`src/rtl/dram_seq.sv`:
```
// DRAM cycle sequencer: 16-clock memory cycles alternating between a video/refresh slot
// and a CPU slot. It generates the multiplexed address and strobes, all registered.
module dram_seq #(
    parameter int REF_DIV = 32
) (
    input  logic        clk32,
    input  logic        resb,
    input  logic        cyc_start,
    input  logic        cpu_req,
    input  logic        cpu_we,
    input  logic [1:0]  cpu_ds,
    input  logic [19:0] cpu_addr,
    input  logic        video_req,
    input  logic [19:0] video_addr,
    output logic [9:0]  ram_a,
    output logic        ras_n,
    output logic [1:0]  cas_n,
    output logic        we_n,
    output logic        rd_latch,
    output logic        cpu_ack,
    output logic        video_ack,
    output logic        ref_busy
);

    typedef enum logic [1:0] {ACC_IDLE, ACC_CPU, ACC_VID, ACC_REF} acc_t;

    acc_t        acc, acc_n;
    logic [3:0]  phase, phase_n;
    logic        slot_vid, slot_vid_n;
    logic        ref_pend, ref_pend_n;
    logic [7:0]  ref_div, ref_div_n;
    logic [9:0]  ref_row, ref_row_n;
    logic [19:0] lat_addr, lat_addr_n;
    logic        lat_we, lat_we_n;
    logic [1:0]  lat_ds, lat_ds_n;
    logic        wrap;

    logic [9:0]  a_n;
    logic        ras_nx, we_nx, rd_nx, cack_nx, vack_nx, rb_nx;
    logic [1:0]  cas_nx;
    logic        ras_win, cas_win, we_win;

    always_ff @(posedge clk32 or negedge resb) begin
        if (!resb) begin
            acc       <= ACC_IDLE;
            phase     <= 4'd0;
            slot_vid  <= 1'b1;
            ref_pend  <= 1'b0;
            ref_div   <= 8'd0;
            ref_row   <= 10'd0;
            lat_addr  <= 20'd0;
            lat_we    <= 1'b0;
            lat_ds    <= 2'b00;
            ram_a     <= 10'd0;
            ras_n     <= 1'b1;
            cas_n     <= 2'b11;
            we_n      <= 1'b1;
            rd_latch  <= 1'b0;
            cpu_ack   <= 1'b0;
            video_ack <= 1'b0;
            ref_busy  <= 1'b0;
        end else begin
            acc       <= acc_n;
            phase     <= phase_n;
            slot_vid  <= slot_vid_n;
            ref_pend  <= ref_pend_n;
            ref_div   <= ref_div_n;
            ref_row   <= ref_row_n;
            lat_addr  <= lat_addr_n;
            lat_we    <= lat_we_n;
            lat_ds    <= lat_ds_n;
            ram_a     <= a_n;
            ras_n     <= ras_nx;
            cas_n     <= cas_nx;
            we_n      <= we_nx;
            rd_latch  <= rd_nx;
            cpu_ack   <= cack_nx;
            video_ack <= vack_nx;
            ref_busy  <= rb_nx;
        end
    end

    // Next cycle state: the access is chosen only on the edge that samples cyc_start.
    always_comb begin
        acc_n      = acc;
        phase_n    = phase + 4'd1;
        slot_vid_n = slot_vid;
        ref_pend_n = ref_pend;
        ref_div_n  = ref_div;
        ref_row_n  = ref_row;
        lat_addr_n = lat_addr;
        lat_we_n   = lat_we;
        lat_ds_n   = lat_ds;
        wrap       = (ref_div == 8'(REF_DIV - 1));

        if (acc == ACC_REF && (cyc_start || phase == 4'd15))
            ref_row_n = ref_row + 10'd1;

        if (cyc_start) begin
            phase_n    = 4'd0;
            slot_vid_n = ~slot_vid;
            ref_div_n  = wrap ? 8'd0 : ref_div + 8'd1;
            ref_pend_n = ref_pend | wrap;
            if (slot_vid) begin
                if (ref_pend) begin
                    acc_n      = ACC_REF;
                    ref_pend_n = wrap;
                end else if (video_req) begin
                    acc_n      = ACC_VID;
                    lat_addr_n = video_addr;
                end else begin
                    acc_n = ACC_IDLE;
                end
            end else if (cpu_req) begin
                acc_n      = ACC_CPU;
                lat_addr_n = cpu_addr;
                lat_we_n   = cpu_we;
                lat_ds_n   = cpu_ds;
            end else begin
                acc_n = ACC_IDLE;
            end
        end else if (phase == 4'd15) begin
            acc_n = ACC_IDLE;
        end
    end

    // Output decode from the next phase/access so every output is a flop.
    always_comb begin
        a_n     = 10'd0;
        ras_nx  = 1'b1;
        cas_nx  = 2'b11;
        we_nx   = 1'b1;
        rd_nx   = 1'b0;
        cack_nx = 1'b0;
        vack_nx = 1'b0;
        rb_nx   = 1'b0;
        ras_win = (phase_n >= 4'd1) && (phase_n <= 4'd11);
        cas_win = (phase_n >= 4'd5) && (phase_n <= 4'd11);
        we_win  = (phase_n >= 4'd4) && (phase_n <= 4'd11);

        case (acc_n)
            ACC_CPU: begin
                a_n     = (phase_n < 4'd4) ? lat_addr_n[19:10] : lat_addr_n[9:0];
                ras_nx  = ~ras_win;
                cas_nx  = cas_win ? ~lat_ds_n : 2'b11;
                we_nx   = ~(lat_we_n && we_win);
                rd_nx   = ~lat_we_n && (phase_n == 4'd10);
                cack_nx = (phase_n == 4'd11);
            end
            ACC_VID: begin
                a_n     = (phase_n < 4'd4) ? lat_addr_n[19:10] : lat_addr_n[9:0];
                ras_nx  = ~ras_win;
                cas_nx  = cas_win ? 2'b00 : 2'b11;
                rd_nx   = (phase_n == 4'd10);
                vack_nx = (phase_n == 4'd10);
            end
            ACC_REF: begin
                a_n    = ref_row_n;
                ras_nx = ~ras_win;
                rb_nx  = 1'b1;
            end
            default: ;
        endcase
    end

endmodule

```
`config.mk`:
```
export PLATFORM = sky130hd
export DESIGN_NAME = dram_seq
export DESIGN_NICKNAME = d
export VERILOG_FILES = /design/src/rtl/dram_seq.sv
export SDC_FILE = /design/constraint.sdc
export NUM_CORES = 1
export LEC_CHECK = 0
export CAP_MARGIN = 20
export CORE_MARGIN = 2
export CORE_UTILIZATION = 34
export CTS_BUF_LIST = sky130_fd_sc_hd__clkbuf_8 sky130_fd_sc_hd__clkbuf_16
export DETAILED_ROUTE_END_ITERATION = 10
export GPL_ROUTABILITY_DRIVEN = 0
export PLACE_DENSITY_LB_ADDON = 0.1
export SYNTH_ARGS = -nofsm -noshare
export SYNTH_HDL_FRONTEND = slang
export SYNTH_SLANG_ARGS = --single-unit
```
`constraint.sdc`:
```
create_clock -name clk32 -period 3.9 [get_ports clk32]
set_clock_uncertainty 0.15 [all_clocks]
set_input_delay 0.78 -clock clk32 [delete_from_list [all_inputs] [get_ports clk32]]
set_output_delay 0.78 -clock clk32 [all_outputs]
set_load 0.01 [all_outputs]
```
After elaboration in Yosys (flattened, before gate mapping)
Cells that the tools add are included.
{ "totals": {"ff_bits": 67, "mem_bits_rw": 0, "mem_bits_ro": 0, "inputBits": 48, "latch_bits": 0, "memories": 0, "output_inout_bits": 18, "wordCells": 81} }
{ "op_classes": {"n_mux": 33, "n_shift": 0, "addsub": 3, "eq_ne": 8, "multipliers": 0, "n_reduce_logical": 9, "n_bitwise": 6, "div": 0, "n_lt_le_gt_ge": 5} }
{ "op_table": {"columns": ["op", "n"], "rows": [
  ["two-way mux 20 bit", 5],
  ["two-way mux 10 bit", 2],
  ["two-way mux 2 bit", 10],
  ["one-hot mux 10 bit (2 select lines)", 1],
  ["== test 4 bit, second input constant", 3],
  ["two-way mux 1 bit", 11],
  ["adder 10 x 1 -> 10 bit, second input constant", 1],
  ["adder 8 x 1 -> 8 bit, second input constant", 1],
  ["== test 8 x 5 -> 1 bit, second input constant", 1],
  ["greater-or-equal comparator 4 x 3 -> 1 bit, second input constant", 2],
  ["two-way mux 8 bit", 1],
  ["== test 2 bit, second input constant", 3],
  ["logical AND 1 bit", 6],
  ["adder 4 x 1 -> 4 bit, second input constant", 1],
  ["greater-or-equal comparator 4 x 1 -> 1 bit, second input constant", 1],
  ["less-or-equal comparator 4 bit, second input constant", 1],
  ["less-than comparator 4 x 3 -> 1 bit, second input constant", 1],
  ["two-way mux 4 bit", 1],
  ["NOT 1 bit", 4],
  ["one-hot mux 2 bit (2 select lines)", 1],
  ["OR reduction 3 bit", 1],
  ["== test 2 x 1 -> 1 bit, second input constant", 1],
  ["NOT 2 bit", 1],
  ["one-hot mux 1 bit (2 select lines)", 1],
  ["3 further kinds", 3]
]} }

Logic depth before layout (Yosys ltp)
Gate-level depths: netlist of the first run.
{ "logic_depth": {"depth_word": 7, "mapped_depth": 10, "ltp_nobuf": 9} }

Least setup slack after synthesis of the first run
No wires, ideal clock.
{ "synth_timing": {"path_type": "input -> register", "startpoint": "in cyc_start", "endpoint": "reg ram_a[8]", "cell_stages": 9, "required_ns": 3.624, "path_slack_ns": 1.156, "t_arrival_ns": 2.468, "path_cell_list": "buf_6 -> clkbuf_1 -> nand2_1 -> o21a_1 -> ha_1 -> nor2_1 -> and2_2 -> and2_1 -> a221o_1"} }
{ "synth_via": {"elab_chain_len": 4} }
{ "synth_rtl": {"columns": ["element", "line_no", "rtl"], "rows": [
  ["from (decl)", "8", "input logic cyc_start,"],
  ["two-way mux 4 bit, or another cell as far along", "99", "if (cyc_start) begin"],
  ["less-than comparator 4 x 3 -> 1 bit, or another cell as far along", "143, 151", null],
  ["two-way mux 10 bit, or another cell as far along", "143, 151", null],
  ["one-hot mux 10 bit (2 select lines) *", "141", "case (acc_n)"],
  ["net a_n[8]", "38", "logic [9:0] a_n;"],
  ["to (signal assigned)", "72", "ram_a <= a_n;"],
  ["to (decl)", "15", "output logic [9:0] ram_a,"]
]} }
The timed path passes the listed nets; every way through them passes the cells marked *.
A chain may end at the register's enable or synchronous reset.

Worst setup path in the final report of the first run
{ "layout_timing": {"startpoint": "in cyc_start", "endpoint": "reg ram_a[9]"} }
The elaborated chain is that of the path after synthesis.

==> metrics, run 1 <==
status=finished clean; Die W=98.7 um; Synth Register Bits=67; Final WS setup=0.742 ns; fill count=793; pwr/cell area=576 nW/um2; Worst Path Required=4.03 ns; initial antenna violation count=0; highest metal used=met4; drt initial violations=66; CTS tree=done; FF-to-FF End=ram_a[9]$_DFF_PN0_; vias in the first global route=2272; Avg Inst Size Synth=11.5 um2; Port Buf Inserts=65; final wirelength=6670 um; CP Launch Type=primary input; wire per inst=14.9 um; CP arrival=3.28 ns; row count=34; Hold Path Class=reg -> reg; HPWL Detailed=4800 um; final setup fails=0; Post-Syn Nets=326; Slew HR=0.460; post-synth top area share=0.509; n_diodes=0; total negative slack=0 ns; Seq/Total Area, Yosys=0.552; met2 wire length=3100 um; wire length on met3=365 um; fin crit period=3.16 ns; Via density=4.85; reg2reg setup slack=0.87 ns; RR Startpoint=phase[0]$_DFF_PN0_; first-pass GRT wire length=11300 um; Setup CP Type=in -> reg; Leak=1.87 nW; ANT nets after route=0; Tcrit/Tclk final=0.810; post-synth cell types=49; Worst IR Drop VDD=0.329 mV; # resized after CTS=0; later-pin clock latency in the skew report=0.34 ns; wl on met1=3120 um; chip height=98.7 um; crit end category=register; fmax=317 MHz; Synth area leaders=dfrtp_1 (51%), ha_1 (5.3%), nand2_1 (5.3%); total CTS buffers=9; Synth async-reset ratio=1.00; cell taking the most area after synthesis=dfrtp_1; Nets=396; Max Root-Sink Buffers=2; first drt pass iteration count=5; Placeable Area=8720 um2; die area=9740 um2; Residual DRC=0; Post-Synthesis Cell Area=3050 um2; GRT Residual Overflow=0; Setup crit end=ram_a[9]$_DFF_PN0_; Setup WS pre-CTS=0.404 ns; yosys warns=0; # IOs=66; # H-tree levels=3; ys flop type=dfrtp_1; CTS clock-pin slew for the worst setup and hold paths=0.07 ns; layout cells sized above 1=0.118; DR vias=2168; Hold Fails Final Rpt=0; Synth-to-Final Area Change=32.5%; CP max FO=10; Starting Density=0.350; setup repair after global routing missed its margin=false; Tot Pwr=2.33 mW; Worst-Margin Slew=0.806 ns; Post-synth EDFFs=0; largest net degree at the start of global routing=36; fin. max-slew vios=0; max cap viols=0; worst r2r path cells=8; Worst setup startpoint=cyc_start; post-CTS setup repair buffer count=0; CTS Hold Buffers Added=0; Total GRT Usage=0.147; clk sink count=67; Root Buffer=clkbuf_8; Syn Inst Count=265; WHS=0.315 ns
[registers in the layout, indices dropped and copies added, names as in the netlist]
register and flops:
lat_addr 20, ram_a 10, ref_row 10, lat_we 1, lat_ds 2, ref_div 8, we_n 1, cpu_ack 1
ras_n 1, ref_pend 1, ref_busy 1, video_ack 1, rd_latch 1, cas_n 2, phase 4, acc 2
slot_vid 1
[worst min-delay path by stage]
stage	startpoint	to	slack, ns	depth (start not counted)
finish	lat_addr[9]$_DFF_PN0_	lat_addr[9]$_DFF_PN0_	0.32	1
global route	lat_addr[9]$_DFF_PN0_	lat_addr[9]$_DFF_PN0_	0.33	1
CTS	lat_addr[17]$_DFF_PN0_	lat_addr[17]$_DFF_PN0_	0.32	1
detailed placement	lat_addr[17]$_DFF_PN0_	lat_addr[17]$_DFF_PN0_	0.31	1
global placement	lat_addr[17]$_DFF_PN0_	lat_addr[17]$_DFF_PN0_	0.30	1
floorplan	lat_addr[18]$_DFF_PN0_	lat_addr[18]$_DFF_PN0_	0.29	1
[stage by stage]
stage,utilization,cell area (um2),cells
after floorplan,-,3050,265
after global placement,0.437,3810,432
after detailed placement,0.437,3810,432
after CTS,0.463,4040,447
after global routing,0.463,4040,447
final,0.463,4040,447
[layer usage]
layer	global-route usage	vias to the layer above
met3	0.0539	8
met1	0.194	1039
li1	-	1070
met2	0.232	51
met4	0.0390	0
met5	0	-
[critical path, cell delays in order]
cell and delay (ns):
clkdlybuf4s50_1 0.43, a31oi_1 0.41, nand2_1 0.12, o21a_1 0.17
ha_1 0.34, nor3_2 0.69, and2_0 0.22, a221o_1 0.12
[placed cells by master (no fill, tap or decap), drive strengths merged, types with 2 or more instances in the layout]
| master | Yosys | layout |
|---|---|---|
| a21o | 4 | 4 |
| and3 | 3 | 3 |
| a22o | 4 | 4 |
| nand2 | 43 | 43 |
| xor2 | 8 | 8 |
| nor2 | 16 | 16 |
| buf | 8 | 5 |
| dfstp | 5 | 5 |
| clkdlybuf4s50 | 0 | 64 |
| a21oi | 6 | 6 |
| nand3 | 9 | 9 |
| ha | 13 | 13 |
| nand2b | 2 | 2 |
| clkinv | 0 | 3 |
| nand4 | 3 | 3 |
| bufinv | 0 | 3 |
| inv | 6 | 6 |
| dfrtp | 62 | 62 |
| a221o | 10 | 10 |
| xnor2 | 11 | 11 |
| a22oi | 17 | 17 |
| clkbuf | 2 | 9 |
| and2 | 6 | 6 |
| mux2 | 6 | 6 |
| nor4b | 2 | 2 |
[power breakdown]
part / total (mW) / internal, mW / switching [mW]
logic: 0.637 / 0.311 / 0.326
clock network: 0.667 / 0.417 / 0.250
registers: 1.02 / 0.919 / 0.104
total: 2.33 / 1.65 / 0.680
[cells in the mapped netlist, drive strengths merged, types with 2 or more instances]
cell    count
nor4b       2
a21oi       6
a22o        4
mux2        6
a21o        4
and2        6
inv         6
clkbuf      2
nand4       3
xnor2      11
a22oi      17
buf         8
xor2        8
dfrtp      62
nand3       9
dfstp       5
nand2b      2
nor2       16
and3        3
ha         13
a221o      10
nand2      43
[layout make-up]
cell class,instances,area [um2],area share
clock buffer,9,124,0.0307
inverter,6,22.5,0.00557
tap,108,135,0.0334
multi-input combinational,182,1280,0.317
clock inverter,6,105,0.0260
sequential,67,1680,0.417
timing repair buffer,69,688,0.170
[cell families (layout without fill, tap and decap cells)]
group | Yosys count | count (layout) | share of synthesized area
AO/OA/AOI/OAI | 50 | 50 | 0.131
multiplexers | 6 | 6 | 0.0234
adder cells (fa/ha/maj) | 13 | 13 | 0.0533
AND/OR/NAND/NOR | 94 | 94 | 0.156
buffers and inverters | 16 | 90 | 0.0275
flip-flops | 67 | 67 | 0.552
XOR/XNOR | 19 | 19 | 0.0570
Power figures use the tool's default switching activity.
==> run 2: changes to the inputs <==
- clock period: 3.9 -> 2.8 ns (I/O delays scaled with it)
==> run 2 against run 1 <==
Via count grew 3.8%. Routed wire length grew 1.2%. Sequential cell count is the same. Largest power group unchanged.
==> metrics, run 2 (same netlist as run 1, synthesis figures left out) <==
final wirelength=6750 um (+1.2%); fill count=831 (+4.8%); row count=34 (unchanged); CTS tree=done; post-CTS setup repair buffer count=0 (unchanged); clk sink count=67 (unchanged); Starting Density=0.350 (unchanged); largest net degree at the start of global routing=40 (+11%); wire per inst=14.5 um (-2.5%); Via density=4.85 (about the same); first-pass GRT wire length=11700 um (+3.5%); GRT Residual Overflow=0 (unchanged); CTS clock-pin slew for the worst setup and hold paths=0.08 ns (about the same); Synth-to-Final Area Change=36.8%; layout cells sized above 1=0.166 (+0.0477); Residual DRC=0 (unchanged); pwr/cell area=772 nW/um2 (+34%); fin. max-slew vios=0 (unchanged); vias in the first global route=2348 (+3.3%); largest registers=lat_addr: 20 flops, ram_a: 10 flops, ref_row: 10 flops; Tot Pwr=3.22 mW (+38%); fmax=382 MHz; Setup CP Type=in -> reg; crit end category=register; die area=9740 um2 (unchanged); drt initial violations=54 (-18%); commonest non-fill, non-tap cells in the layout=clkdlybuf4s50_1 (64), dfrtp_1 (62), nand2_1 (43), buf_4 (18), a22oi_1 (17); Worst IR Drop VDD=0.361 mV (+9.8%); Worst Path Required=2.87 ns (-1.16 ns); chip height=98.7 um (unchanged); Die W=98.7 um (unchanged); Root Buffer=clkbuf_8; max reg flops=20 (unchanged); Total GRT Usage=0.151 (+0.00391); Tcrit/Tclk final=0.935; # H-tree levels=3 (unchanged); Slew HR=0.544 (+0.0843); CP arrival=2.69 ns (-0.59 ns); later-pin clock latency in the skew report=0.34 ns (about the same); initial antenna violation count=0 (unchanged); total CTS buffers=9 (unchanged); CTS Hold Buffers Added=0 (unchanged); first drt pass iteration count=4 (-1); # IOs=66 (unchanged); Hold Fails Final Rpt=0 (unchanged); Hold Path Class=in -> async; n_diodes=0 (unchanged); max cap viols=0 (unchanged); Placeable Area=8720 um2 (unchanged); Worst-Margin Slew=0.684 ns (-0.122 ns); fin crit period=2.62 ns; Port Buf Inserts=65 (unchanged); Nets=412 (+4.0%); Leak=1.94 nW (+4.0%); CP Launch Type=primary input; HPWL Detailed=4930 um (+2.8%); WHS=0.105 ns (-0.211 ns); CP max FO=6 (-4); Max Root-Sink Buffers=2 (unchanged); DR vias=2250 (+3.8%); final setup fails=0 (unchanged); setup repair after global routing missed its margin=false; most common cell after layout, fill and taps aside=clkdlybuf4s50_1; worst r2r path cells=8 (unchanged); Biggest register=lat_addr; ANT nets after route=0 (unchanged); status=finished clean
[run 2: cell type report]
type,count,area [um2],area share
flip-flops and latches,67,1680,0.404
multi-input cells,182,1300,0.311
repair buffers,85,821,0.197
clock buffers,11,151,0.0363
well taps,108,135,0.0324
clock inverters,5,60.1,0.0144
inverters,6,22.5,0.00540
[run 2: timing repair]
item,in CTS,in global routing
gates resized for setup,0,3
endpoints found under the hold margin,0,0
endpoints found under the setup margin,0,10
[run 2: critical path, cell delays in order]
cell	delay, ns
clkdlybuf4s50_1	0.58
a31oi_2	0.08
a22o_1	0.30
ha_1	0.36
buf_4	0.14
nor2_1	0.05
and2_2	0.22
and2_0	0.15
a221o_1	0.25
[run 2: through the flow]
step                cells  cell area (um2)   util  setup WS [ns]  setup TNS [ns]
floorplan             265             3050      -          0.276               0
global placement      448             3940  0.452         -0.264           -2.17
detailed placement    448             3940  0.452         -0.329           -2.79
CTS                   464             4160  0.476         0.0274               0
global route          464             4170  0.478         0.0654               0
finish                464             4170  0.478          0.182               0
[run 2: where the power goes]
| part | total, mW | leakage [nW] | switching, mW | internal (mW) |
|---|---|---|---|---|
| combinational | 0.954 | 0.980 | 0.472 | 0.482 |
| clock | 0.843 | 0.106 | 0.380 | 0.463 |
| sequential | 1.42 | 0.858 | 0.144 | 1.28 |
[run 2: per-layer routing]
layer  part of all wire  GRT usage
met4              0.012     0.0569
met3              0.043     0.0319
met1               0.50      0.217
met2               0.45      0.226
met5                  0          0
[run 2: path summary, 6_finish.rpt]
kind | start | to | slack, ns
max in group asynchronous | resb | ref_div[3]$_DFFE_PN0P_ | 1.75
setup reg to reg | slot_vid$_DFFE_PN1P_ | ram_a[7]$_DFF_PN0_ | 0.22
hold reg to reg | lat_addr[10]$_DFF_PN0_ | lat_addr[10]$_DFF_PN0_ | 0.33
setup / recovery | cyc_start | ram_a[7]$_DFF_PN0_ | 0.18
hold / removal | resb | lat_addr[18]$_DFF_PN0_ | 0.10
min in group clk32 | lat_addr[10]$_DFF_PN0_ | lat_addr[10]$_DFF_PN0_ | 0.33
==> run 3: changes to the inputs <==
- ABC_AREA: unset -> 1
==> run 3 against run 2 <==
Die area increased by 15%. Via count is 40% higher. First-iteration DRC count increased to 3.8 times the previous value. Combinational power fell by 8.6%. Critical path depth unchanged. Synthesized cell count is 67% higher. Sequential cell count did not move. Global-route usage rose by 2.3 points. Register-to-register slack gained 0.10 ns. Final cell count is 42% higher. Area after synthesis grew 15%. Routed wire length rose by 34%.
==> metrics, run 3 <==
chip height=106 um (+7.1%); total CTS buffers=9 (unchanged); ANT nets after route=0 (unchanged); Seq pwr share=0.447 (+0.005); Total GRT Usage=0.174 (+0.0226); Port Buf Inserts=65 (unchanged); Design Area, Final=4580 um2 (+9.8%); fin crit period=2.52 ns (-0.0990 ns); largest registers=lat_addr: 20 flops, ram_a: 10 flops, ref_row: 10 flops; HPWL Detailed=6860 um (+39%); post-CTS setup repair buffer count=0 (unchanged); CTS clock-pin slew for the worst setup and hold paths=0.07 ns (about the same); Placeable Area=10200 um2 (+17%); pwr/cell area=655 nW/um2 (-15%); status=finished clean; Pint=1.99 mW (-10%); Synth-to-Final Area Change=30.3%; Synth Register Bits=67 (unchanged); Residual DRC=0 (unchanged); Biggest register=lat_addr; Die W=106 um (+7.1%); Nets=579 (+41%); GRT Residual Overflow=0 (unchanged); vias in the first global route=3098 (+32%); synth cell count leaders=nand2_1 (140), nand3_1 (81), dfrtp_1 (62); Post-Synthesis Cell Area=3510 um2 (+15%); yosys warns=0 (unchanged); Combinational Power Share=0.291 (-0.005); CTS Hold Buffers Added=0 (unchanged); Worst IR Drop VDD=0.224 mV (-38%); cell taking the most area after synthesis=dfrtp_1; initial antenna violation count=0 (unchanged); Root Buffer=clkbuf_8; die area=11200 um2 (+15%); n_diodes=0 (unchanged); # resized after CTS=0 (unchanged); crit end category=register; post-synth cell types=34 (-31%); # IOs=66 (unchanged); most common cell after layout, fill and taps aside=nand2_1; # H-tree levels=3 (unchanged); Final WS setup=0.281 ns (+0.0990 ns); later-pin clock latency in the skew report=0.35 ns (about the same); Synth area leaders=dfrtp_1 (44%), nand2_1 (15%), nand3_1 (12%); wire per inst=13.7 um (-5.5%); Setup CP Type=in -> reg; most numerous cell in the Yosys netlist=nand2_1; row count=37 (+8.8%); Avg Inst Size Synth=7.95 um2 (-31%); first-pass GRT wire length=15300 um (+31%); Area after DPL=4380 um2 (+11%); Tcrit/Tclk final=0.900 (-0.0354); Post-Syn Nets=503 (+54%); CP Launch Type=primary input; worst r2r path cells=9 (+1); fmax=397 MHz (+3.9%); largest net degree at the start of global routing=42 (+5.0%); switch share=0.336 (+0.0266); drt initial violations=206 (+280%); max cap viols=0 (unchanged); layout cells sized above 1=0.0956 (-0.0701); Via density=4.77 (-1.6%); post-synth top area share=0.441 (-0.0674); CTS tree=done; Final Util=0.450 (-0.0287); clk sink count=67 (unchanged); Setup WS pre-CTS=-0.0661 ns (+0.263 ns); Max Root-Sink Buffers=2 (unchanged); fill count=1037 (+25%); CP max FO=11 (+5); WHS=0.0842 ns (-0.0204 ns); fin. max-slew vios=0 (unchanged); max reg flops=20 (unchanged); setup repair after global routing missed its margin=false; Hold Path Class=in -> async; CP arrival=2.64 ns (-0.05 ns); final wirelength=9060 um (+34%); final setup fails=0 (unchanged); Starting Density=0.345 (-0.00456); Hold Fails Final Rpt=0 (unchanged); commonest non-fill, non-tap cells in the layout=nand2_1 (140), nand3_1 (81), clkdlybuf4s50_1 (64), dfrtp_1 (62), inv_1 (34); first drt pass iteration count=4 (unchanged); Seq/Total Area, Yosys=0.479 (-0.0731); Leak=2.26 nW (+16%); Post-synth EDFFs=0 (unchanged); DR vias=3143 (+40%); Slew HR=0.574 (+0.0304); Worst Path Required=2.92 ns (+0.05 ns); ys flop type=dfrtp_1; Net Sw Power=1.01 mW (+1.1%); Worst-Margin Slew=0.639 ns (-0.0456 ns); Clock power frac=0.262 (about the same); Syn Inst Count=442 (+67%); Synth async-reset ratio=1.00 (unchanged)
run 3: metal layers:
layer	up-vias	GRT usage	wire (um)
li1	1595	-	-
met4	0	0.0630	146
met1	1469	0.259	4700
met5	-	0	0
met3	11	0.0371	400
met2	68	0.247	3810
run 3: power groups by stage:
stage | logic [mW] | registers [mW] | clock network, mW
finish | 0.872 | 1.34 | 0.787
global route | 0.988 | 1.37 | 0.863
CTS | 0.881 | 1.34 | 0.805
detailed placement | 0.877 | 1.36 | 0
global placement | 0.867 | 1.35 | 0
floorplan | 0.524 | 1.34 | 0
run 3: final cells by class:
class	count	area, um2	area share
flip-flops and latches	67	1680	0.368
multi-input cells	319	1600	0.348
repair buffers	83	793	0.173
well taps	136	170	0.0372
inverters	38	143	0.0312
clock buffers	9	124	0.0271
clock inverters	7	70.1	0.0153
run 3: path summary, 6_finish.rpt:
kind / start / endpoint / slack, ns
max in group asynchronous: resb / lat_addr[9]$_DFF_PN0_ / 1.78
max reg2reg: slot_vid$_DFFE_PN1P_ / ram_a[5]$_DFF_PN0_ / 0.32
min: resb / lat_ds[0]$_DFF_PN0_ / 0.08
min in group clk32: ref_div[7]$_DFFE_PN0P_ / ref_div[7]$_DFFE_PN0P_ / 0.33
min reg2reg: ref_div[7]$_DFFE_PN0P_ / ref_div[7]$_DFFE_PN0P_ / 0.33
max: cyc_start / ram_a[5]$_DFF_PN0_ / 0.28
run 3: cell families (layout without fill, tap and decap cells):
logic type,after synthesis,after routing,synth area share
AO/OA/AOI/OAI,27,27,0.0413
XOR/XNOR,6,6,0.0150
adder cells (fa/ha/maj),13,13,0.0463
buffers and inverters,56,137,0.0673
flip-flops,67,67,0.479
AND/OR/NAND/NOR,273,273,0.351
run 3: per-stage QoR:
stage	power, mW	std cells	setup TNS (ns)
finish	3.00	659	0
global route	3.22	659	0
CTS	3.02	659	0
detailed placement	2.23	643	-0.289
global placement	2.22	643	0
floorplan	1.86	442	0
run 3: worst max-delay path, stage by stage:
cell             delay [ns]
clkdlybuf4s50_1        0.58
nand2_1                0.14
o21ai_0                0.29
a21oi_1                0.10
inv_1                  0.11
ha_1                   0.25
inv_1                  0.29
nand3_1                0.13
a21oi_1                0.17
